File: config.mk
export PLATFORM = sky130hd
export DESIGN_NAME = chime_alarm_ctrl_flat
export DESIGN_NICKNAME = d
export VERILOG_FILES = /design/src/rtl/clock_pkg.sv /design/src/rtl/chime_alarm_ctrl_if.sv /design/src/rtl/sync_edge.sv /design/src/rtl/chime_alarm_ctrl.sv /design/src/flat_wrapper.sv
export SDC_FILE = /design/constraint.sdc
export NUM_CORES = 1
export LEC_CHECK = 0
export BUFFER_PORTS_ARGS = -buffer_cell sky130_fd_sc_hd__buf_2
export CAP_MARGIN = 20
export CORE_MARGIN = 2
export CORE_UTILIZATION = 40
export DETAILED_ROUTE_END_ITERATION = 6
export HOLD_SLACK_MARGIN = 0.12
export PLACE_DENSITY = 0.67
export SLEW_MARGIN = 20
export SYNTH_ARGS = -nofsm -noshare
export SYNTH_HDL_FRONTEND = slang
export SYNTH_SLANG_ARGS = --single-unit
File: constraint.sdc
create_clock -name clk50mhz -period 4.5 [get_ports clk50mhz]
set_input_delay 0.675 -clock clk50mhz [delete_from_list [all_inputs] [get_ports clk50mhz]]
set_output_delay 0.675 -clock clk50mhz [all_outputs]
set_load 0.01 [all_outputs]
File: src/rtl/clock_pkg.sv
// Shared constants, FSM state type and BCD helper for the digital clock
// beep control path.
package clock_pkg;

  localparam logic [7:0] CHIME_MIN       = 8'h59;
  localparam logic [7:0] CHIME_SEC_FIRST = 8'h55;
  localparam logic [7:0] CHIME_SEC_LAST  = 8'h59;
  localparam logic [7:0] TOP_MIN         = 8'h00;
  localparam logic [7:0] TOP_SEC         = 8'h00;

  typedef enum logic {
    IDLE  = 1'b0,
    ALARM = 1'b1
  } state_t;

  function automatic logic is_bcd(input logic [7:0] v);
    return (v[7:4] <= 4'd9) && (v[3:0] <= 4'd9);
  endfunction

endpackage

File: src/rtl/chime_alarm_ctrl_if.sv
// Bundle between the time/alarm registers, the beep controller and the
// buzzer driver.
interface chime_alarm_ctrl_if;
  import clock_pkg::*;

  // beepen is a level request with no ready/ack: the buzzer sounds while it
  // is high, and the controller alone owns pulse width and spacing.
  logic [7:0] hour_bcd;
  logic [7:0] min_bcd;
  logic [7:0] sec_bcd;
  logic [7:0] alarm_hour_bcd;
  logic [7:0] alarm_min_bcd;
  logic       alarm_on;
  logic       chime_on;
  logic       stop_key;
  logic       beepen;
  logic       alarm_active;
  state_t     state_dbg;

  modport master (
    input  hour_bcd, min_bcd, sec_bcd, alarm_hour_bcd, alarm_min_bcd,
    input  alarm_on, chime_on, stop_key,
    output beepen, alarm_active, state_dbg
  );

  modport slave (
    output hour_bcd, min_bcd, sec_bcd, alarm_hour_bcd, alarm_min_bcd,
    output alarm_on, chime_on, stop_key,
    input  beepen, alarm_active, state_dbg
  );

endinterface

File: src/rtl/sync_edge.sv
// Two-flop synchroniser and registered rising-edge detect for the 1 Hz
// level, with a short post-reset blanking window.
module sync_edge (
  input  logic clk,
  input  logic rst,
  input  logic din,
  output logic tick
);

  logic       sync1_q, sync1_d;
  logic       sync2_q, sync2_d;
  logic       prev_q, prev_d;
  logic       tick_q, tick_d;
  logic [1:0] sup_cnt_q, sup_cnt_d;

  // The chain restarts from 0 after reset, so a level already high would
  // look like an edge; blank detection until the chain has refilled.
  always_comb begin
    sync1_d   = din;
    sync2_d   = sync1_q;
    prev_d    = sync2_q;
    sup_cnt_d = (sup_cnt_q == 2'd3) ? sup_cnt_q : sup_cnt_q + 2'd1;
    tick_d    = sync2_q && !prev_q && (sup_cnt_q == 2'd3);
  end

  always_ff @(posedge clk) begin
    if (rst) begin
      sync1_q   <= 1'b0;
      sync2_q   <= 1'b0;
      prev_q    <= 1'b0;
      tick_q    <= 1'b0;
      sup_cnt_q <= 2'd0;
    end else begin
      sync1_q   <= sync1_d;
      sync2_q   <= sync2_d;
      prev_q    <= prev_d;
      tick_q    <= tick_d;
      sup_cnt_q <= sup_cnt_d;
    end
  end

  assign tick = tick_q;

endmodule

File: src/rtl/chime_alarm_ctrl.sv
// Decides when the clock beeps (hourly chime, repeating alarm) and shapes
// each beep into a fixed-width beepen pulse.
module chime_alarm_ctrl
  import clock_pkg::*;
#(
  parameter int PULSE_CYC  = 50,
  parameter int ALARM_SECS = 60
) (
  input  logic                clk50mhz,
  input  logic                rst,
  input  logic                clk1hz,
  chime_alarm_ctrl_if.master  bus
);

  localparam logic [7:0] PULSE_LOAD = 8'(PULSE_CYC);
  localparam logic [7:0] ALARM_LOAD = 8'(ALARM_SECS - 1);

  logic       sec_tick;
  state_t     state_q, state_d;
  logic [7:0] secs_q, secs_d;
  logic [7:0] pulse_q, pulse_d;
  logic       alarm_match;
  logic       chime_hit;
  logic       beep_req;

  sync_edge u_sync_edge (
    .clk  (clk50mhz),
    .rst  (rst),
    .din  (clk1hz),
    .tick (sec_tick)
  );

  assign alarm_match = bus.alarm_on &&
                       is_bcd(bus.hour_bcd) && is_bcd(bus.alarm_hour_bcd) &&
                       is_bcd(bus.min_bcd)  && is_bcd(bus.alarm_min_bcd) &&
                       is_bcd(bus.sec_bcd) &&
                       (bus.hour_bcd == bus.alarm_hour_bcd) &&
                       (bus.min_bcd  == bus.alarm_min_bcd) &&
                       (bus.sec_bcd  == TOP_SEC);

  assign chime_hit = bus.chime_on && is_bcd(bus.min_bcd) && is_bcd(bus.sec_bcd) &&
                     (((bus.min_bcd == CHIME_MIN) &&
                       (bus.sec_bcd >= CHIME_SEC_FIRST) &&
                       (bus.sec_bcd <= CHIME_SEC_LAST)) ||
                      ((bus.min_bcd == TOP_MIN) && (bus.sec_bcd == TOP_SEC)));

  // Dismissal is checked every cycle and ahead of the tick, so a stop that
  // lands on a tick silences that second's beep.
  always_comb begin
    state_d  = state_q;
    secs_d   = secs_q;
    beep_req = 1'b0;
    case (state_q)
      IDLE: begin
        if (sec_tick) begin
          if (alarm_match) begin
            state_d  = ALARM;
            secs_d   = ALARM_LOAD;
            beep_req = 1'b1;
          end else if (chime_hit) begin
            beep_req = 1'b1;
          end
        end
      end
      ALARM: begin
        if (bus.stop_key || !bus.alarm_on) begin
          state_d = IDLE;
        end else if (sec_tick) begin
          if (secs_q == 8'd0) begin
            state_d = IDLE;
          end else begin
            beep_req = 1'b1;
            secs_d   = secs_q - 8'd1;
          end
        end
      end
      default: state_d = IDLE;
    endcase
  end

  // A request during a running pulse is dropped rather than extending it.
  always_comb begin
    pulse_d = pulse_q;
    if (pulse_q != 8'd0) begin
      pulse_d = pulse_q - 8'd1;
    end else if (beep_req) begin
      pulse_d = PULSE_LOAD;
    end
  end

  always_ff @(posedge clk50mhz) begin
    if (rst) begin
      state_q <= IDLE;
      secs_q  <= 8'd0;
      pulse_q <= 8'd0;
    end else begin
      state_q <= state_d;
      secs_q  <= secs_d;
      pulse_q <= pulse_d;
    end
  end

  assign bus.beepen       = (pulse_q != 8'd0);
  assign bus.alarm_active = (state_q == ALARM);
  assign bus.state_dbg    = state_q;

endmodule

File: src/flat_wrapper.sv
// flat-port wrapper written by rule: the top's interface ports become plain ports
module chime_alarm_ctrl_flat import clock_pkg::*;
#(
  parameter int PULSE_CYC  = 50,
  parameter int ALARM_SECS = 60
)
  (clk50mhz, rst, clk1hz, bus_hour_bcd, bus_min_bcd, bus_sec_bcd, bus_alarm_hour_bcd, bus_alarm_min_bcd, bus_alarm_on, bus_chime_on, bus_stop_key, bus_beepen, bus_alarm_active, bus_state_dbg);
  chime_alarm_ctrl_if bus_i ();
  input  logic clk50mhz;
  input  logic rst;
  input  logic clk1hz;
  input wire logic [$bits(bus_i.hour_bcd)-1:0] bus_hour_bcd;
  input wire logic [$bits(bus_i.min_bcd)-1:0] bus_min_bcd;
  input wire logic [$bits(bus_i.sec_bcd)-1:0] bus_sec_bcd;
  input wire logic [$bits(bus_i.alarm_hour_bcd)-1:0] bus_alarm_hour_bcd;
  input wire logic [$bits(bus_i.alarm_min_bcd)-1:0] bus_alarm_min_bcd;
  input wire logic [$bits(bus_i.alarm_on)-1:0] bus_alarm_on;
  input wire logic [$bits(bus_i.chime_on)-1:0] bus_chime_on;
  input wire logic [$bits(bus_i.stop_key)-1:0] bus_stop_key;
  output wire logic [$bits(bus_i.beepen)-1:0] bus_beepen;
  output wire logic [$bits(bus_i.alarm_active)-1:0] bus_alarm_active;
  output wire logic [$bits(bus_i.state_dbg)-1:0] bus_state_dbg;
  assign bus_i.hour_bcd = bus_hour_bcd;
  assign bus_i.min_bcd = bus_min_bcd;
  assign bus_i.sec_bcd = bus_sec_bcd;
  assign bus_i.alarm_hour_bcd = bus_alarm_hour_bcd;
  assign bus_i.alarm_min_bcd = bus_alarm_min_bcd;
  assign bus_i.alarm_on = bus_alarm_on;
  assign bus_i.chime_on = bus_chime_on;
  assign bus_i.stop_key = bus_stop_key;
  assign bus_beepen = bus_i.beepen;
  assign bus_alarm_active = bus_i.alarm_active;
  assign bus_state_dbg = bus_i.state_dbg;
  chime_alarm_ctrl #(.PULSE_CYC(PULSE_CYC), .ALARM_SECS(ALARM_SECS)) u_core (.clk50mhz(clk50mhz), .rst(rst), .clk1hz(clk1hz), .bus(bus_i));
endmodule
; Word level (Yosys, flattened, before mapping)
; Index checks and enable logic that the tools add are counted.
[totals]
register_bits = 23
in_bits = 46
out_inout_bits = 3
word_cells = 84
[classes]
add_sub_neg = 3
magnitude_cmp = 12
eq_ne = 9
muxes = 20
n_bitwise = 1
n_reduce_logical = 31
[op_table]
columns = op, count
row1 = 2-to-1 mux 8 bit, 7
row2 = "less-or-equal comparator 4 bit, second input constant", 10
row3 = logical NOT 8 bit, 3
row4 = logical AND 1 bit, 21
row5 = == test 8 bit, 2
row6 = one-hot mux 8 bit (2 select lines), 1
row7 = "subtractor 8 x 1 -> 8 bit, second input constant", 2
row8 = 2-to-1 mux 1 bit, 10
row9 = "== test 8 x 7 -> 1 bit, second input constant", 1
row10 = "greater-or-equal comparator 8 x 7 -> 1 bit, second input constant", 1
row11 = "less-or-equal comparator 8 x 7 -> 1 bit, second input constant", 1
row12 = "inequality test 2 bit, second input constant", 4
row13 = nonzero test 8 bit, 1
row14 = AND reduction 5 bit, 1
row15 = one-hot mux 1 bit (2 select lines), 2
row16 = "adder 2 x 1 -> 2 bit, second input constant", 1
row17 = "== test 2 bit, second input constant", 1
row18 = logical NOT 1 bit, 2
row19 = logical OR 1 bit, 2
row20 = "inequality test 2 x 1 -> 1 bit, second input constant", 1
row21 = nonzero test 2 bit, 1
row22 = inverter 1 bit, 1

; Logic depth before layout (Yosys ltp)
; Gate-level depths: netlist of the first run.
[logic_depth]
word_depth = 15
ltp_mapped = 8
ltp_nobuf = 8

; Cells and area by module
; From an unflattened synthesis of the first run, not the netlist that was laid out.
[hier_totals]
hier_cells = 158
area_unflattened_um2 = 1362.6
[modules_own_cells]
columns = module, n_inst, cells_each, area_each_um2, seq_area_each_um2
row1 = chime_alarm_ctrl, 1, 143, 1168.6, 340.3
row2 = sync_edge, 1, 15, 193.9, 120.1

; Least setup slack after synthesis of the first run
; No wires, ideal clock.
[synth_timing]
path_kind = input to register
start = in bus_sec_bcd[1]
end = reg u_core.pulse_q[4]
setup_ns = 0.123
arrival_time_ns = 2.170
required_time_ns = 4.377
setup_slack_ns = 2.207
path_stages = 6
n_path_buf = 0
path_cell_list = or4_1 nor3_2 a22oi_1 o31a_1 a31oi_1 mux2_1
[synth_between]
elab_chain_len = 10
word_cells_on_any_way = 20
cone_classes = order compare (3) / mux (4) / reduce/logical (13)
[synth_lines]
columns = element, line
row1 = start: declaration, flat_wrapper.sv:14  ; input wire logic [$bits(bus_i.sec_bcd)-1:0] bus_sec_bcd;
row2 = greater-or-equal comparator 8 x 7 -> 1 bit or less-or-equal comparator 4 bit (tied branches), "chime_alarm_ctrl.sv:43, clock_pkg.sv:17"
row3 = "logical AND 1 bit, on equally long branches", "chime_alarm_ctrl.sv:42, clock_pkg.sv:17"
row4 = "logical AND 1 bit, on equally long branches", "chime_alarm_ctrl.sv:43, chime_alarm_ctrl.sv:35"
row5 = logical OR 1 bit or logical AND 1 bit (tied branches), "chime_alarm_ctrl.sv:44, chime_alarm_ctrl.sv:36"
row6 = "logical AND 1 bit, on equally long branches", "chime_alarm_ctrl.sv:41, chime_alarm_ctrl.sv:37"
row7 = 2-to-1 mux 1 bit or logical AND 1 bit (tied branches), "chime_alarm_ctrl.sv:60, chime_alarm_ctrl.sv:38"
row8 = 2-to-1 mux 1 bit *, chime_alarm_ctrl.sv:56  ; if (alarm_match) begin
row9 = 2-to-1 mux 1 bit *, chime_alarm_ctrl.sv:55  ; if (sec_tick) begin
row10 = one-hot mux 1 bit (2 select lines) *, chime_alarm_ctrl.sv:53  ; case (state_q)
row11 = nonzero test 2 bit (no source line) *, --
row12 = end signal: assignment, chime_alarm_ctrl.sv:99  ; pulse_q <= pulse_d;
row13 = end: declaration, chime_alarm_ctrl.sv:21  ; logic [7:0] pulse_q, pulse_d;
; Every way passes the cells marked *; elsewhere a longest branch is shown, timed or not.
; A chain may end at the register's enable or synchronous reset.

; Final worst setup path of the first run
[layout_timing]
start = reg u_core.pulse_q[0]
end = out bus_beepen
[layout_between]
elab_chain_len = 1
[layout_lines]
columns = element, line
row1 = nonzero test 8 bit, chime_alarm_ctrl.sv:103  ; assign bus.beepen = (pulse_q != 8'd0);
row2 = end: declaration, flat_wrapper.sv:20  ; output wire logic [$bits(bus_i.beepen)-1:0] bus_beepen;
; Every way passes these cells.

==> run metrics, run 1 <==
Syn Nets 207; Critical Path Sink Type output port; Cell Int Power 379 µW; Placeable Area 3310 µm²; sequential share of power 45.7%; initial DRC count 64; met1 wire length 1480 µm; Static Leak 0.679 nW; Clock Skews 0.00606 ns; Post-DP Area 1650 µm²; worst slew pin tran 0.859 ns; Setup TNS Final 0 ns; clock-pin slew on the worst setup and hold paths 0.12 ns; DR DRC count 0; FF+latch area 460 µm²; H-tree lvl count 1; vias in the first global route 1096; fin area 1680 µm²; non-filler instance count after layout 253; combinational share of power 38.3%; min-delay src u_core.u_sync_edge.sync1_q; Clock Tree Buf Depth 2; largest net degree at the start of global routing 24; kind of critical path reg -> out; Die ar. 3910 µm²; antenna cells 0; MaxCap Viol Count 0; Initial Util 41.4%; root buffer cell clkbuf_4; Highest Signal Layer met4; number of library cell types mapped by synthesis 44; Via Count 1300; hold_ws 0.458 ns; Routed WL per cell 11.7 µm; pwr/cell area 342 nW/µm²; area occupied by multi-input gates 865 µm²; first-pass GRT wire length 4810 µm; Critical Path RT 3.83 ns; layout cell share with drive strength beyond 1 28.0%; Reg2Reg Depth 7; Crit Reg-Reg Startpoint u_core.pulse_q[0]; GRT Overall Usage 15.3%; final hold violation count 0; Reg2Reg Setup Slack 2.24 ns; Vert. Die Dim 62.5 µm; terminus of the critical flop-to-flop path u_core.pulse_q[4]; Syn Area/Cell 8.67 µm²; FMAX 365 MHz; Yosys warnings 0; row cnt 21; Hold Path End u_core.u_sync_edge.prev_d; worst skew pair latency 0.30 ns; final slew viol count 0; metal2 WL 1370 µm; placed cell count 249; Max FO, Critical Path 5; Gate Count Post-Synth 158; worst hold path class reg -> reg; worst hold stages 1; # nets final 257; Worst Setup Start Kind flip-flop; die width 62.5 µm; Initial DRT Pass Iterations 4; Design Power 574 µW; GPL Wtd Cong 0.864; number of synthesized register bits 23; hold buffers post-CTS 0; outcome finished, final reports clean; hpwl dp 2460 µm; initial antenna violation count 0; via density per instance 5.14; clock share of power 16.0%; post-CTS sizing 0; Worst EP arrival 2.06 ns; unrepaired setup endpoints after global routing false; metal3 WL 99 µm; IO Pins 49; Peak VDD IR 0.247 mV; Area Growth Syn to Fin 22.6%; Post-CTS Setup Bufs 0; Tmin final 2.74 ns; Sw Ratio 33.9%; number of routed nets with antenna violations 0; clk sinks 23; # port buffers 48; Num CTS Buffers 3; Tcrit/Tclk final 60.9%; grt ovf 0; sequential area share after synthesis 33.6%; fillers 357; Max-Slew Margin vs Limit 42.2%; TritonCTS clock tree built; wirelength, routed 2970 µm; Finish-stage setup viols 0; Netlist Area Pre-Place 1370 µm²; net switching power figure 194 µW
cell type report:
type	count	area share (%)
Multi-Input combinational cell	124	51.5
Sequential cell	23	27.4
Timing Repair Buffer	48	14.3
Tap cell	46	3.43
Inverter	8	1.79
Clock buffer	4	1.56
critical path, stage by stage (launching register included):
cell,delay (ns)
dfxtp_1,0.36
inv_1,0.06
ha_1,0.20
nand3b_1,0.15
nor4_1,0.68
inv_1,0.13
buf_2,0.18
kinds of logic after synthesis:
family	count (synthesis)	synth area share, %
AO/OA/AOI/OAI	31	16.3
multiplexers	2	1.55
XOR/XNOR	20	12.8
AND/OR/NAND/NOR	68	29.7
buffers and inverters	11	3.29
flip-flops	23	33.6
adder cells (fa/ha/maj)	3	2.74
registers in the layout, indices dropped and copies added, names as in the netlist:
signal / flops
u_core.pulse_q: 8
u_core.secs_q: 8
u_core.u_sync_edge.sup_cnt_q: 2
u_core.bus.alarm_active: 1
u_core.u_sync_edge.prev_d: 1
u_core.u_sync_edge.prev_q: 1
u_core.u_sync_edge.sync1_q: 1
u_core.u_sync_edge.tick: 1
Yosys cell counts:
| master | instances | area [µm²] |
|---|---|---|
| nand2b_1 | 1 | 6.26 |
| a211o_1 | 1 | 8.76 |
| or4_4 | 1 | 11.3 |
| nand3b_1 | 1 | 7.51 |
| nor2_1 | 12 | 45.0 |
| nor3_2 | 1 | 10.0 |
| xor2_1 | 5 | 43.8 |
| o41ai_4 | 1 | 27.5 |
| a211oi_2 | 1 | 12.5 |
| nor3_1 | 12 | 60.1 |
| nor3b_1 | 2 | 15.0 |
| mux2i_1 | 1 | 10.0 |
| nor2b_1 | 5 | 31.3 |
| buf_4 | 1 | 7.51 |
| or4bb_1 | 1 | 11.3 |
| o311a_1 | 1 | 10.0 |
| o2bb2ai_1 | 1 | 8.76 |
| o21ai_0 | 7 | 35.0 |
| and3b_1 | 1 | 8.76 |
| ha_1 | 3 | 37.5 |
| nand3_2 | 1 | 10.0 |
| and4b_1 | 1 | 10.0 |
| nand3_1 | 2 | 10.0 |
| and3_2 | 1 | 7.51 |
| inv_1 | 8 | 30.0 |
| or4b_2 | 1 | 10.0 |
| dfxtp_1 | 23 | 460 |
| or4_1 | 2 | 15.0 |
| nand4_1 | 4 | 25.0 |
| mux2_1 | 1 | 11.3 |
| clkbuf_1 | 2 | 7.51 |
| a22oi_1 | 1 | 7.51 |
| a21oi_1 | 8 | 40.0 |
| o31a_1 | 1 | 8.76 |
| xnor2_1 | 15 | 131 |
| nand2_1 | 8 | 30.0 |
| nand4b_1 | 1 | 8.76 |
| nor4_1 | 6 | 37.5 |
| and4_1 | 2 | 17.5 |
| o2111ai_1 | 1 | 8.76 |
| a31oi_1 | 3 | 18.8 |
| nor4b_1 | 1 | 8.76 |
| a211oi_1 | 5 | 37.5 |
| nor4bb_1 | 1 | 10.0 |
stage by stage:
step | util, % | setup WS, ns
2_1_floorplan | - | 2.21
3_3_place_gp | 49.9 | 2.00
3_5_place_dp | 49.9 | 1.97
4_1_cts | 50.7 | 1.74
5_1_grt | 50.7 | 1.56
6_report | 50.7 | 1.76
routing by layer:
metal	global-route usage [%]	vias up
met1	20.4	596
met5	0	-
met2	24.9	18
met4	2.78	0
met3	4.14	2
li1	-	684
power by group through the flow:
| stage | registers (mW) | clock network (mW) | logic (mW) |
|---|---|---|---|
| after floorplan | 0.261 | 0 | 0.162 |
| after global placement | 0.267 | 0 | 0.219 |
| after detailed placement | 0.266 | 0 | 0.221 |
| after CTS | 0.262 | 0.0966 | 0.222 |
| after global routing | 0.267 | 0.109 | 0.247 |
| final | 0.262 | 0.0916 | 0.220 |
cells in the final DEF (no fill, tap or decap), drive strengths merged, types with 3 or more instances in the layout:
cell,Yosys,routed
nor3,13,13
o21ai,7,7
clkbuf,2,4
xnor2,15,15
dfxtp,23,23
a21oi,8,8
a31oi,3,3
nand3,3,3
nor2,12,12
xor2,5,5
ha,3,3
or4,3,3
nor4,6,6
a211oi,6,6
buf,1,48
nand4,4,4
nand2,8,8
nor2b,5,5
inv,8,8
worst max-delay path by stage:
stage	slack, ns	start	to	depth (start not counted)
after floorplan	2.21	bus_sec_bcd[1]	u_core.pulse_q[4]	6
after global placement	2.00	bus_sec_bcd[1]	u_core.pulse_q[4]	7
after detailed placement	1.97	bus_sec_bcd[1]	u_core.pulse_q[4]	7
after CTS	1.74	u_core.pulse_q[0]	bus_beepen	6
after global routing	1.56	u_core.pulse_q[0]	bus_beepen	6
final	1.76	u_core.pulse_q[0]	bus_beepen	6
Note: power is estimated with default switching activity, not from simulation.
==> inputs of run 2 (changes only) <==
--- a/config.mk
+++ b/config.mk
@@ -11,7 +11,7 @@
 export CORE_UTILIZATION = 40
 export DETAILED_ROUTE_END_ITERATION = 6
 export HOLD_SLACK_MARGIN = 0.12
-export PLACE_DENSITY = 0.67
+export PLACE_DENSITY = 0.69
 export SLEW_MARGIN = 20
 export SYNTH_ARGS = -nofsm -noshare
 export SYNTH_HDL_FRONTEND = slang
==> constraint.sdc (replaced) <==
create_clock -name clk50mhz -period 2.3 [get_ports clk50mhz]
set_input_delay 0.345 -clock clk50mhz [delete_from_list [all_inputs] [get_ports clk50mhz]]
set_output_delay 0.345 -clock clk50mhz [all_outputs]
set_load 0.01 [all_outputs]
==> run metrics, run 2 (synthesis gave the netlist of run 1 again) <==
Bufs and invs on worst path 0; initial DRC count 38; final hold violation count 0; Critical Path Sink Type flip-flop; leading cell types in the layout, fill and taps excluded buf_2, dfxtp_1, xnor2_1, nor2_1, nor3_1; pwr/cell area 676 nW/µm²; clock-pin slew on the worst setup and hold paths 0.12 ns; first-pass GRT wire length 5150 µm; worst skew pair latency 0.31 ns; Reg2Reg Depth 6; Clock Tree Buf Depth 2; Placeable Area 3310 µm²; Tcrit/Tclk final 92.0%; Top Family by Delay on Critical Path simple AND/OR/NAND/NOR gates; Clock Skews 0.00681 ns; critical path depth 6; # nets final 259; worst hold path class in -> reg; TritonCTS clock tree built; final slew viol count 0; fillers 356; Area Growth Syn to Fin 24.1%; kind of critical path reg -> reg; Final WS setup 0.184 ns; Worst Setup Start Kind flip-flop; die width 62.5 µm; Max FO, Critical Path 5; Vert. Die Dim 62.5 µm; worst hold stages 2; hpwl dp 2480 µm; IO Pins 49; via density per instance 5.05; FMAX 473 MHz; Critical Path RT 2.51 ns; Slowest cell on crit path nor4_1; GPL Wtd Cong 0.862; Finish-stage setup viols 0; Max-Slew Margin vs Limit 66.0%; clk sinks 23; commonest non-fill, non-tap cell in the layout buf_2; antenna cells 0; largest registers u_core.pulse_q x8, u_core.secs_q x8, u_core.u_sync_edge.sup_cnt_q x2; Core Util, Final 51.4%; MaxCap Viol Count 0; DP Worst Slack 0.122 ns; GRT Overall Usage 16.1%; DR DRC count 0; Initial Util 41.4%; number of routed nets with antenna violations 0; vias in the first global route 1192; Die ar. 3910 µm²; cells along the critical path nor4b_1 -> nand3_1 -> nor4_1 -> nand3_2 -> a31oi_1 -> mux2_1; outcome finished, final reports clean; unrepaired setup endpoints after global routing false; Peak VDD IR 0.535 mV; Initial DRT Pass Iterations 4; root buffer cell clkbuf_4; Tmin final 2.12 ns; Routed WL per cell 11.8 µm; worst slew pin tran 0.505 ns; H-tree lvl count 1; Static Leak 0.690 nW; grt ovf 0; Setup TNS Final 0 ns; row cnt 21; initial antenna violation count 0; # port buffers 48; CP peak stage delay 0.48 ns; Via Count 1289; Worst EP arrival 2.32 ns; wirelength, routed 3010 µm; Post-CTS Setup Bufs 0; Num CTS Buffers 3; layout cell share with drive strength beyond 1 29.2%; largest net degree at the start of global routing 24
## run 2: per-stage QoR
step	instance area, µm²	hold slack, ns	instances	power, mW
after floorplan	1370	0.414	158	0.828
after global placement	1670	0.418	251	0.966
after detailed placement	1670	0.431	251	0.972
after CTS	1690	0.240	255	1.16
after global routing	1700	0.231	255	1.25
final	1700	0.244	255	1.15
## run 2: cell type report
class | count | area, µm² | share of cell area, %
repair buffers | 50 | 255 | 15.0
inverters | 8 | 30.0 | 1.77
flip-flops and latches | 23 | 460 | 27.1
clock buffers | 4 | 26.3 | 1.55
well taps | 46 | 57.6 | 3.38
multi-input cells | 124 | 871 | 51.2
## run 2: what timing repair did
item                                    in CTS  in global routing
hold buffers                                 0                  0
resized for setup                            0                  1
endpoints found under the setup margin       0                  1
## run 2: worst paths after layout
check / from / end / slack (ns)
hold / removal: clk1hz / u_core.u_sync_edge.sync1_q / 0.24
setup / recovery: u_core.bus.alarm_active / u_core.pulse_q[4] / 0.18
hold reg to reg: u_core.u_sync_edge.sync1_q / u_core.u_sync_edge.prev_d / 0.46
setup reg to reg: u_core.bus.alarm_active / u_core.pulse_q[4] / 0.18
## run 2: power by group
group / switching, mW / total, mW / leakage, nW / internal, mW
sequential: 0.0549 / 0.518 / 0.188 / 0.463
clock: 0.115 / 0.183 / 0.0150 / 0.0677
combinational: 0.220 / 0.448 / 0.487 / 0.228
total: 0.390 / 1.15 / 0.690 / 0.759
## run 2: metal layers
metal	GRT usage (%)	wire [µm]	vias to the layer above	share of wire, %
li1	-	-	686	-
met1	20.6	1440	584	48
met2	26.7	1440	14	48
met3	4.14	100	5	3.3
met4	4.44	27	0	0.90
met5	0	0	-	0
